**config.mk**
```make
export PLATFORM = sky130hd
export DESIGN_NAME = temp_sampler_flat
export DESIGN_NICKNAME = d
export VERILOG_FILES = /design/src/rtl/temp_sampler_if.sv /design/src/rtl/temp_sampler.sv /design/src/flat_wrapper.sv
export SDC_FILE = /design/constraint.sdc
export NUM_CORES = 1
export LEC_CHECK = 0
export ABC_AREA = 0
export CORE_ASPECT_RATIO = 1.2
export CORE_MARGIN = 2
export CORE_UTILIZATION = 25
export CTS_BUF_LIST = sky130_fd_sc_hd__clkbuf_4 sky130_fd_sc_hd__clkbuf_8
export CTS_CLUSTER_SIZE = 12
export DETAILED_ROUTE_END_ITERATION = 8
export PLACE_DENSITY = 0.39
export SETUP_SLACK_MARGIN = 0.15
export SLEW_MARGIN = 25
export SYNTH_ARGS = -nofsm -noshare
export SYNTH_HDL_FRONTEND = slang
export SYNTH_SLANG_ARGS = --single-unit
```
**constraint.sdc**
```tcl
create_clock -name clk -period 2.3 [get_ports clk]
set_input_delay 0.575 -clock clk [delete_from_list [all_inputs] [get_ports clk]]
set_output_delay 0.575 -clock clk [all_outputs]
set_load 0.005 [all_outputs]
```
**src/rtl/temp_sampler_if.sv**
```systemverilog
// Signal bundle between the temperature sampler, its SPI ADC and the downstream comparator.
// The sampler is the SPI master, so it takes the master modport; the environment takes slave.
interface temp_sampler_if;
    logic        sample_tick;
    logic        adc_sdo;
    logic        adc_cs_n;
    logic        adc_sclk;
    logic [11:0] temp;
    logic        temp_valid;
    logic        busy;

    modport master (
        input  sample_tick,
        input  adc_sdo,
        output adc_cs_n,
        output adc_sclk,
        output temp,
        output temp_valid,
        output busy
    );

    modport slave (
        output sample_tick,
        output adc_sdo,
        input  adc_cs_n,
        input  adc_sclk,
        input  temp,
        input  temp_valid,
        input  busy
    );
endinterface

```
**src/rtl/temp_sampler.sv**
```systemverilog
// Reads a 12-bit SPI temperature ADC once per sample_tick and publishes the mean of
// 2^AVG_LOG2 consecutive conversions on temp, strobing temp_valid on each update.
module temp_sampler #(
    parameter int SCLK_DIV = 4,
    parameter int AVG_LOG2 = 3
) (
    input  logic           clk,
    input  logic           rst,
    temp_sampler_if.master bus
);
    localparam int ACC_W = 12 + AVG_LOG2;
    localparam int CNT_W = AVG_LOG2 + 1;
    localparam logic [7:0]       DIV_LAST = 8'(SCLK_DIV - 1);
    localparam logic [CNT_W-1:0] CNT_LAST = CNT_W'((2 ** AVG_LOG2) - 1);

    typedef enum logic [1:0] {IDLE, SETUP, SHIFT, HOLD} state_t;

    state_t           state_reg, state_next;
    logic [7:0]       div_reg, div_next;
    logic [4:0]       half_reg, half_next;
    logic             cs_n_reg, cs_n_next;
    logic             sclk_reg, sclk_next;
    logic             div_done;
    logic             shift_en;
    logic             sample_done;
    logic [11:0]      shift_reg;
    logic [ACC_W-1:0] acc_reg;
    logic [ACC_W-1:0] acc_sum;
    logic [CNT_W-1:0] cnt_reg;
    logic [11:0]      temp_reg;
    logic             temp_valid_reg;

    assign div_done = (div_reg == DIV_LAST);
    assign acc_sum  = acc_reg + ACC_W'(shift_reg);

    always_comb begin
        state_next  = state_reg;
        div_next    = div_reg;
        half_next   = half_reg;
        shift_en    = 1'b0;
        sample_done = 1'b0;
        case (state_reg)
            IDLE: begin
                if (bus.sample_tick) begin
                    state_next = SETUP;
                    div_next   = '0;
                end
            end
            SETUP: begin
                if (div_done) begin
                    state_next = SHIFT;
                    div_next   = '0;
                    half_next  = '0;
                end else begin
                    div_next = div_reg + 8'd1;
                end
            end
            SHIFT: begin
                // Even half-periods are SCLK low; their last clock is the SCLK rising edge.
                if (div_done) begin
                    div_next = '0;
                    shift_en = ~half_reg[0];
                    if (half_reg == 5'd31) begin
                        state_next  = HOLD;
                        sample_done = 1'b1;
                    end else begin
                        half_next = half_reg + 5'd1;
                    end
                end else begin
                    div_next = div_reg + 8'd1;
                end
            end
            HOLD: begin
                if (div_done) begin
                    state_next = IDLE;
                    div_next   = '0;
                end else begin
                    div_next = div_reg + 8'd1;
                end
            end
            default: state_next = IDLE;
        endcase
        cs_n_next = !((state_next == SETUP) || (state_next == SHIFT));
        sclk_next = (state_next != SHIFT) || half_next[0];
    end

    always_ff @(posedge clk or posedge rst) begin
        if (rst) begin
            state_reg <= IDLE;
            div_reg   <= '0;
            half_reg  <= '0;
            cs_n_reg  <= 1'b1;
            sclk_reg  <= 1'b1;
        end else begin
            state_reg <= state_next;
            div_reg   <= div_next;
            half_reg  <= half_next;
            cs_n_reg  <= cs_n_next;
            sclk_reg  <= sclk_next;
        end
    end

    // All 16 bits are shifted through a 12-bit register, so the 4 leading bits fall off the top.
    always_ff @(posedge clk or posedge rst) begin
        if (rst) begin
            shift_reg      <= '0;
            acc_reg        <= '0;
            cnt_reg        <= '0;
            temp_reg       <= '0;
            temp_valid_reg <= 1'b0;
        end else begin
            temp_valid_reg <= 1'b0;
            if (shift_en) begin
                shift_reg <= {shift_reg[10:0], bus.adc_sdo};
            end
            if (sample_done) begin
                if (cnt_reg == CNT_LAST) begin
                    temp_reg       <= acc_sum[AVG_LOG2 +: 12];
                    temp_valid_reg <= 1'b1;
                    acc_reg        <= '0;
                    cnt_reg        <= '0;
                end else begin
                    acc_reg <= acc_sum;
                    cnt_reg <= cnt_reg + CNT_W'(1);
                end
            end
        end
    end

    assign bus.adc_cs_n   = cs_n_reg;
    assign bus.adc_sclk   = sclk_reg;
    assign bus.temp       = temp_reg;
    assign bus.temp_valid = temp_valid_reg;
    assign bus.busy       = (state_reg != IDLE);
endmodule

```
**src/flat_wrapper.sv**
```systemverilog
// flat-port wrapper written by rule: the top's interface ports become plain ports
module temp_sampler_flat 
#(
    parameter int SCLK_DIV = 4,
    parameter int AVG_LOG2 = 3
)
  (clk, rst, bus_sample_tick, bus_adc_sdo, bus_adc_cs_n, bus_adc_sclk, bus_temp, bus_temp_valid, bus_busy);
  temp_sampler_if bus_i ();
  input  logic clk;
  input  logic rst;
  input wire logic [$bits(bus_i.sample_tick)-1:0] bus_sample_tick;
  input wire logic [$bits(bus_i.adc_sdo)-1:0] bus_adc_sdo;
  output wire logic [$bits(bus_i.adc_cs_n)-1:0] bus_adc_cs_n;
  output wire logic [$bits(bus_i.adc_sclk)-1:0] bus_adc_sclk;
  output wire logic [$bits(bus_i.temp)-1:0] bus_temp;
  output wire logic [$bits(bus_i.temp_valid)-1:0] bus_temp_valid;
  output wire logic [$bits(bus_i.busy)-1:0] bus_busy;
  assign bus_i.sample_tick = bus_sample_tick;
  assign bus_i.adc_sdo = bus_adc_sdo;
  assign bus_adc_cs_n = bus_i.adc_cs_n;
  assign bus_adc_sclk = bus_i.adc_sclk;
  assign bus_temp = bus_i.temp;
  assign bus_temp_valid = bus_i.temp_valid;
  assign bus_busy = bus_i.busy;
  temp_sampler #(.SCLK_DIV(SCLK_DIV), .AVG_LOG2(AVG_LOG2)) u_core (.clk(clk), .rst(rst), .bus(bus_i));
endmodule
```
Yosys cells after proc, flatten, opt, wreduce, memory -nomap -nowiden. Cells that the tools add are included.

Input port bits: 4. Output and inout bits: 16. Logic and storage cells: 60. Bits in registers: 61. RAM bits: 0. Memory bits (read-only): 0. Bits in latches: 0. Memories kept: 0.

Equality and inequality tests: 13. Mux-type cells: 22. $lt $le $gt $ge: 0. Multipliers: 0. Div/mod/pow operators: 0. $add $sub $neg: 4. Shifts and indexed selects: 0. Bitwise operators: 1. Reductions and logical operators: 9.

Operators with widths (number): 8-bit 2-to-1 mux (2); 8-bit case mux with 2 select lines (1); 15-bit by 12-bit adder with 15-bit output (1); 15-bit 2-to-1 mux (1); 5-bit 2-to-1 mux (3); 2-bit 2-to-1 mux (5); 5-bit case mux with 2 select lines (1); 8-bit by 1-bit adder with 8-bit output, second input constant (1); 8-bit by 2-bit == test with 1-bit output, second input constant (1); 2-bit case mux with 4 select lines (1); 1-bit 2-to-1 mux (7); 2-bit == test, second input constant (3); 2-bit != test, second input constant (3); 5-bit by 1-bit adder with 5-bit output, second input constant (1); 5-bit == test, second input constant (1); 4-bit by 1-bit adder with 4-bit output, second input constant (1); 2-bit by 1-bit == test with 1-bit output, second input constant (2); 4-bit by 3-bit == test with 1-bit output, second input constant (1); 4-bit 2-to-1 mux (1); 2-bit by 1-bit != test with 1-bit output, second input constant (2); 4-bit AND reduction (1); 2-bit nonzero test (2); 3-bit OR reduction (1); 2-bit zero test (1); other kinds (4) (5).

Depth between registers and ports, before layout. Gate-level depths: netlist of the first run.

Depth in word-level cells: 7. Mapped depth: 9. Depth with buffers taken out: 9.

Worst setup path before layout of the first run. OpenSTA, ideal clock, no wires.

Path type: register to register. From: register u_core.acc_reg[0]. To: register u_core.temp_reg[5], in the netlist u_core.bus.temp[5]. Clock period less this slack: 2.325 ns. Arrival time: 2.200 ns. Data required time: 2.175 ns. Stages on the path, launching flop included: 9. Library setup time: 0.125 ns. Setup slack: -0.025 ns. Cells stage by stage: dfrtp_1 -> ha_1 -> fa_1 -> a211oi_1 -> nor2_1 -> o21a_1 -> o41a_1 -> xor2_1 -> mux2_2.

Word-level cells in the longest chain between the ends: 1.

Ends and longest elaborated chain: start: declaration (RTL line temp_sampler.sv:27) `logic [ACC_W-1:0] acc_reg;`; start signal: assignment (RTL line temp_sampler.sv:123) `acc_reg <= acc_sum;`; 15-bit by 12-bit adder with 15-bit output (RTL line temp_sampler.sv:34) `assign acc_sum = acc_reg + ACC_W'(shift_reg);`; end signal: assignment (RTL line temp_sampler.sv:118) `temp_reg <= acc_sum[AVG_LOG2 +: 12];`; end: declaration (RTL line temp_sampler.sv:30) `logic [11:0] temp_reg;`.

Every way passes these cells. A chain may end at the register's enable or synchronous reset.

Final worst setup path of the first run.
From: register u_core.shift_reg[0]. To: register u_core.temp_reg[5], in the netlist u_core.bus.temp[5].

Word-level cells in the longest chain between the ends: 1.

Ends and longest elaborated chain: start: declaration (RTL line temp_sampler.sv:26) `logic [11:0] shift_reg;`; start signal: assignment (RTL line temp_sampler.sv:114) `shift_reg <= {shift_reg[10:0], bus.adc_sdo};`; 15-bit by 12-bit adder with 15-bit output (RTL line temp_sampler.sv:34).

Every way passes these cells.

==> out/results.txt, run 1 <==
Die area = 0.0139 mm^2
Final Hold Viols = 0
Die Y = 129 um
Core box area = 0.0127 mm^2
Hold Crit Class = reg2reg
Hold wc startpoint = u_core.bus.temp[1]$_DFFE_PP0P_
Final min period = 2.37 ns
First-pass GRT wire length = 12,800 um
Wirelength, routed = 7550 um
Post-synth ARST share = 100%
Worst hold stages = 2
Max-slew violations = 0
Ranking of synthesized cells by area = dfrtp_1, ha_1, mux2_2
Routed Antenna Nets = 0
#FFs+latches synth = 61
Slew HR = 73.1%
Req. time, crit path = 2.52 ns
Final HPWL DP = 5450 um
Power Total = 0.00373 W
Worst vdd ir = 0.495 mV
Crit-path max FO = 3
Crit path DAT = 2.59 ns
Max cap viols = 0
Die X = 108 um
CTS max path bufs = 2
Crit. End Element = flop
GP Congestion = 0.737
Vias in the first global route = 2,610
Starting Density = 25.6%
Fin area = 0.00435 mm^2
CP cell instances = ha_2 > fa_2 > a211oi_2 > nor2_2 > o21a_1 > o41a_1 > xor2_1 > mux2_4
GRT Overall Usage = 11.9%
Max reg flops = 15
Slew @ Worst Pin = 0.403 ns
Initial antenna violation count = 0
IO buf count = 19
DR vias = 2,521
Fin nets = 404
Inst Count DP = 517
Iter 0 DRT Violations = 99
WL per Instance = 13.8 um
Syn. warnings = 0
Reg-to-Reg Start = u_core.shift_reg[0]$_DFFE_PP0P_
Post-Syn Area = 0.00325 mm^2
Power Density = 858 mW/mm^2
TritonCTS clock tree = built
LEAKAGE = 2.05 nW
DRC viols = 0
Synth-to-Final Area Change = 33.9%
Crit-path slowest cell = dfrtp_1
Status = finished, violations left
Final setup vio count = 2
Cell depth of the worst flop-to-flop path = 8
# diodes = 0
Placed cell area = 0.00388 mm^2
Clock Latency Late Sink = 0.34 ns
Initial DRT Pass Iterations = 4
Clk_skew = 0.00661 ns
TritonCTS Buffers = 9
Total grt overflow = 0
Failing checks = setup timing
FMAX = 0.422 GHz
Final worst-path setup slack = -0.0679 ns
RSZ-0062 raised after global routing = true
IO Pins = 20
CTS Root Cell = clkbuf_8
Worst R2R End = u_core.bus.temp[5]$_DFFE_PP0P_
Area leader, netlist = dfrtp_1
Count of non-filler cells in the finished layout = 546
Hold endpoint = u_core.bus.temp[1]$_DFFE_PP0P_
Post-synth EDFFs = 0
H-Tree Depth = 3
Synth Net Count = 338
Synth cell types = 49
WS Path Type = reg2reg
CP Launch Type = flop
Syn avg cell area = 10.4 um^2
Clock sinks = 61
Post-Synthesis Cells = 311
Synth top area share = 45.4%
Share of layout cells above drive strength 1 = 29.6%
Register area share after synthesis = 47.1%
Largest net degree at the start of global routing = 28
FF-to-FF setup slack = -0.07 ns
Predominant post-synthesis flop cell = dfrtp_1
Final period util = 103%
Crit-path max cell delay = 0.39 ns
Vias per cell = 4.62
Standard-cell rows = 45
Clock slew at reported path FFs = 0.07 ns
layout by cell type, fill, tap and decap left out, drive strengths merged, types with 4 or more instances in the layout:
cell	count
xnor2	7
dfrtp	59
inv	8
and3	5
a22o	10
a21o	6
o211ai	6
nor2	27
nand2	36
ha	22
nor3	5
buf	44
xor2	7
o21ai	17
a211oi	4
o21a	4
clkdlybuf4s50	18
a21oi	9
o31ai	4
nand3	9
clkbuf	15
mux2	19
stage by stage:
step | setup slack [ns] | TNS, ns | hold slack [ns] | utilization (%)
after floorplan | 0.0892 | 0 | 0.437 | -
after global placement | -0.122 | -0.568 | 0.460 | 30.6
after detailed placement | -0.177 | -0.929 | 0.462 | 30.6
after CTS | -0.0822 | -0.176 | 0.479 | 32.8
after global routing | -0.158 | -0.907 | 0.497 | 34.4
final | -0.0679 | -0.0978 | 0.470 | 34.4
worst max-delay path, delay by kind of cell (launching register included):
family | cells | cell delay (ns)
DFF | 1 | 0.39
muxes | 1 | 0.26
and+or+nand+nor | 1 | 0.08
AOI/OAI and AO/OA | 3 | 0.76
adders and majority gates | 2 | 0.59
xor gates and xnor gates | 1 | 0.17
Yosys cell counts (4+ instances only):
| library cell | instances |
|---|---|
| nand3_1 | 9 |
| o211ai_1 | 6 |
| a21o_1 | 6 |
| o21a_1 | 4 |
| inv_1 | 8 |
| o21ai_0 | 17 |
| o31ai_1 | 4 |
| xor2_1 | 7 |
| a211oi_1 | 4 |
| ha_1 | 22 |
| a21oi_1 | 9 |
| nor2_1 | 27 |
| a22o_1 | 10 |
| nor3_1 | 5 |
| clkbuf_1 | 5 |
| dfrtp_1 | 59 |
| nand2_1 | 36 |
| xnor2_1 | 7 |
| and3_1 | 5 |
| mux2_2 | 16 |
how the worst max path moves through the flow:
stage,from,end,slack (ns)
global route,u_core.shift_reg[0]$_DFFE_PP0P_,u_core.bus.temp[5]$_DFFE_PP0P_,-0.16
detailed placement,u_core.shift_reg[0]$_DFFE_PP0P_,u_core.acc_reg[14]$_DFFE_PP0P_,-0.18
CTS,u_core.shift_reg[0]$_DFFE_PP0P_,u_core.bus.temp[5]$_DFFE_PP0P_,-0.08
floorplan,u_core.shift_reg[0]$_DFFE_PP0P_,u_core.bus.temp[5]$_DFFE_PP0P_,0.09
global placement,u_core.shift_reg[0]$_DFFE_PP0P_,u_core.acc_reg[14]$_DFFE_PP0P_,-0.12
finish,u_core.shift_reg[0]$_DFFE_PP0P_,u_core.bus.temp[5]$_DFFE_PP0P_,-0.07
power by group:
group / internal (W) / switching [W]
Clock: 0.000498 / 0.000411
Sequential: 0.00125 / 0.000127
Combinational: 0.000719 / 0.000726
Total: 0.00247 / 0.00126
kinds of logic (layout without fill, tap and decap cells):
group,Yosys count,in the layout,share of synthesized area (%)
compound gates,71,71,15.2
xor+xnor,14,14,3.77
fa+ha+maj,23,23,9.09
buf+inv,16,87,1.96
flops,61,61,47.1
mux,20,20,6.89
simple gates,106,106,16.1
layout make-up:
cell class,instances,area [um^2]
fill,1302,8320
multi-input combinational,234,1830
sequential,61,1530
timing repair buffer,63,567
tap,164,205
clock buffer,15,181
inverter,8,30.0
clock inverter,1,5.00
what timing repair did:
action	CTS	global route
hold buffers	0	0
setup buffers	4	9
gates cloned	0	0
gates resized for setup	16	37
hold endpoints to repair	0	0
pin swaps	8	12
endpoints found under the setup margin	22	44
layer usage:
| metal | share of wire [%] | GRT usage, % | vias up |
|---|---|---|---|
| met4 | 1.3 | 4.52 | 0 |
| li1 | - | - | 1269 |
| met5 | 0 | 0 | - |
| met3 | 2.7 | 2.99 | 10 |
| met2 | 51 | 20.0 | 23 |
| met1 | 45 | 14.7 | 1219 |
(Power assumes the default switching activity.)
==> inputs of run 2 (changes only) <==
--- a/config.mk
+++ b/config.mk
@@ -7,7 +7,7 @@
 export LEC_CHECK = 0
 export ABC_AREA = 0
 export CORE_ASPECT_RATIO = 1.2
-export CORE_MARGIN = 2
+export CORE_MARGIN = 1.5
 export CORE_UTILIZATION = 25
 export CTS_BUF_LIST = sky130_fd_sc_hd__clkbuf_4 sky130_fd_sc_hd__clkbuf_8
 export CTS_CLUSTER_SIZE = 12
==> out/results.txt, run 2 (synthesized netlist as in run 1, its figures left out) <==
WS Path Type = reg2reg (unchanged)
Most frequent cells in the layout = dfrtp_1, buf_4, nand2_1, nor2_1, clkdlybuf4s50_1 (unchanged)
Slew @ Worst Pin = 0.352 ns (was 0.403 ns)
DRC viols = 0 (unchanged)
Iter 0 DRT Violations = 86 (was 99)
DR vias = 2,512 (was 2,521)
Req. time, crit path = 2.53 ns (was 2.52 ns)
Starting Density = 25.6% (unchanged)
Final period util = 99.5% (was 103%)
Die area = 0.0137 mm^2 (was 0.0139 mm^2)
Final HPWL DP = 5150 um (was 5450 um)
Core box area = 0.0127 mm^2 (unchanged)
Crit-path max FO = 3 (unchanged)
Largest net degree at the start of global routing = 62 (was 28)
Wirelength, routed = 7410 um (was 7550 um)
Hold wc startpoint = u_core.bus.temp[1]$_DFFE_PP0P_ (unchanged)
Max reg flops = 15 (unchanged)
Clock Latency Late Sink = 0.34 ns (about the same)
Total Neg Setup Slack = 0 ns (was -0.0978 ns)
FILL cells = 1,294 (was 1,302)
FMAX = 0.437 GHz (was 0.422 GHz)
Die Y = 128 um (was 129 um)
WL per Instance = 13.7 um (was 13.8 um)
Max cap viols = 0 (unchanged)
IO Pins = 20 (unchanged)
Clk_skew = 0.00954 ns (was 0.00661 ns)
Placed cell area = 0.00387 mm^2 (was 0.00388 mm^2)
Crit path DAT = 2.52 ns (was 2.59 ns)
Routed Antenna Nets = 0 (unchanged)
Share of layout cells above drive strength 1 = 28.4% (was 29.6%)
Synth-to-Final Area Change = 32.9% (was 33.9%)
Final min period = 2.29 ns (was 2.37 ns)
LEAKAGE = 2.02 nW (was 2.05 nW)
Status = completed (was finished, violations left)
Post-CTS Hold Buffers = 0 (unchanged)
Commonest non-fill, non-tap cell in the layout = dfrtp_1 (unchanged)
Die X = 107 um (was 108 um)
Slew HR = 76.3% (was 73.1%)
Vias per cell = 4.64 (was 4.62)
Clock slew at reported path FFs = 0.07 ns (about the same)
First-pass GRT wire length = 12,300 um (was 12,800 um)
CP Launch Type = flop (unchanged)
Fin area = 0.00432 mm^2 (was 0.00435 mm^2)
CP Launch Point = u_core.shift_reg[0]$_DFFE_PP0P_ (unchanged)
Worst vdd ir = 0.528 mV (was 0.495 mV)
Power Density = 847 mW/mm^2 (was 858 mW/mm^2)
TritonCTS Buffers = 9 (unchanged)
Clock sinks = 61 (unchanged)
Hold Crit Class = reg2reg (unchanged)
Crit. End Element = flop (unchanged)
GRT Overall Usage = 11.6% (was 11.9%)
Hold slack = 0.473 ns (was 0.470 ns)
# diodes = 0 (unchanged)
Initial antenna violation count = 0 (unchanged)
Util after Layout = 34.1% (was 34.4%)
Fin nets = 399 (was 404)
H-Tree Depth = 3 (unchanged)
RSZ-0062 raised after global routing = true (unchanged)
CP cell instances = ha_4 > fa_2 > a211oi_2 > nor2_2 > o21a_1 > o41a_1 > xor2_1 > mux2_2 (was ha_2 > fa_2 > a211oi_2 > nor2_2 > o21a_1 > o41a_1 > xor2_1 > mux2_4)
CTS Root Cell = clkbuf_8 (unchanged)
Max-slew violations = 0 (unchanged)
TritonCTS clock tree = built (unchanged)
GP Congestion = 0.762 (was 0.737)
Crit-path max cell delay = 0.41 ns (was 0.39 ns)
Final setup vio count = 0 (was 2)
CTS max path bufs = 2 (unchanged)
Final Hold Viols = 0 (unchanged)
Reg-to-Reg Start = u_core.shift_reg[0]$_DFFE_PP0P_ (unchanged)
IO buf count = 19 (unchanged)
Total grt overflow = 0 (unchanged)
Vias in the first global route = 2,482 (was 2,610)
Standard-cell rows = 45 (unchanged)
Crit-path slowest cell = dfrtp_1 (unchanged)
Initial DRT Pass Iterations = 4 (unchanged)
## run 2: metal layers
| metal | routed length, um | GRT usage [%] |
|---|---|---|
| met1 | 3350 | 13.8 |
| met2 | 3750 | 19.9 |
| met5 | 0 | 0 |
| met3 | 199 | 2.75 |
| met4 | 104 | 4.94 |
## run 2: where the power goes
group          internal (W)  total (W)  switching (W)
Combinational      0.000664    0.00134       0.000674
Clock              0.000515   0.000938       0.000422
Sequential          0.00125    0.00138       0.000132
## run 2: path summary, 6_finish.rpt
path / cells after the start / to / slack [ns]
max reg2reg: 8 / u_core.bus.temp[5]$_DFFE_PP0P_ / 0.01
min: 2 / u_core.bus.temp[1]$_DFFE_PP0P_ / 0.47
max in group asynchronous: 3 / u_core.bus.adc_sclk$_DFF_PP1_ / 1.36
min in group asynchronous: 3 / u_core.bus.temp[9]$_DFFE_PP0P_ / 0.61
max: 8 / u_core.bus.temp[5]$_DFFE_PP0P_ / 0.01
min reg2reg: 2 / u_core.bus.temp[1]$_DFFE_PP0P_ / 0.47
## run 2: layout make-up
cell class / count / area, um^2 / share of cell area [%]
multi-input combinational: 234 / 1860 / 43.0
clock inverter: 1 / 5.00 / 0.116
clock buffer: 15 / 188 / 4.35
timing repair buffer: 58 / 505 / 11.7
tap: 164 / 205 / 4.75
inverter: 8 / 30.0 / 0.695
sequential: 61 / 1530 / 35.4
## run 2: repair_timing
action / CTS / global route
pin swaps: 3 / 13
endpoints found under the setup margin: 19 / 25
buffers inserted: 4 / 3
hold endpoints to repair: 0 / 0
resized for setup: 9 / 31
## run 2: worst max-delay path, delay by kind of cell, from the launching register on
kind,cells,cell delay (ns)
fa+ha+maj,2,0.55
compound gates,3,0.72
xor+xnor,1,0.16
mux,1,0.26
simple gates,1,0.08
flops,1,0.41
## run 2: metrics by stage
stage / power, W / cells / setup WS, ns
6_report: 0.00366 / 541 / 0.0126
5_1_grt: 0.00394 / 541 / -0.0590
3_5_place_dp: 0.00264 / 518 / 0.00531
3_3_place_gp: 0.00265 / 518 / 0.0139
4_1_cts: 0.00367 / 538 / 0.00480
2_1_floorplan: 0.00219 / 311 / 0.0892
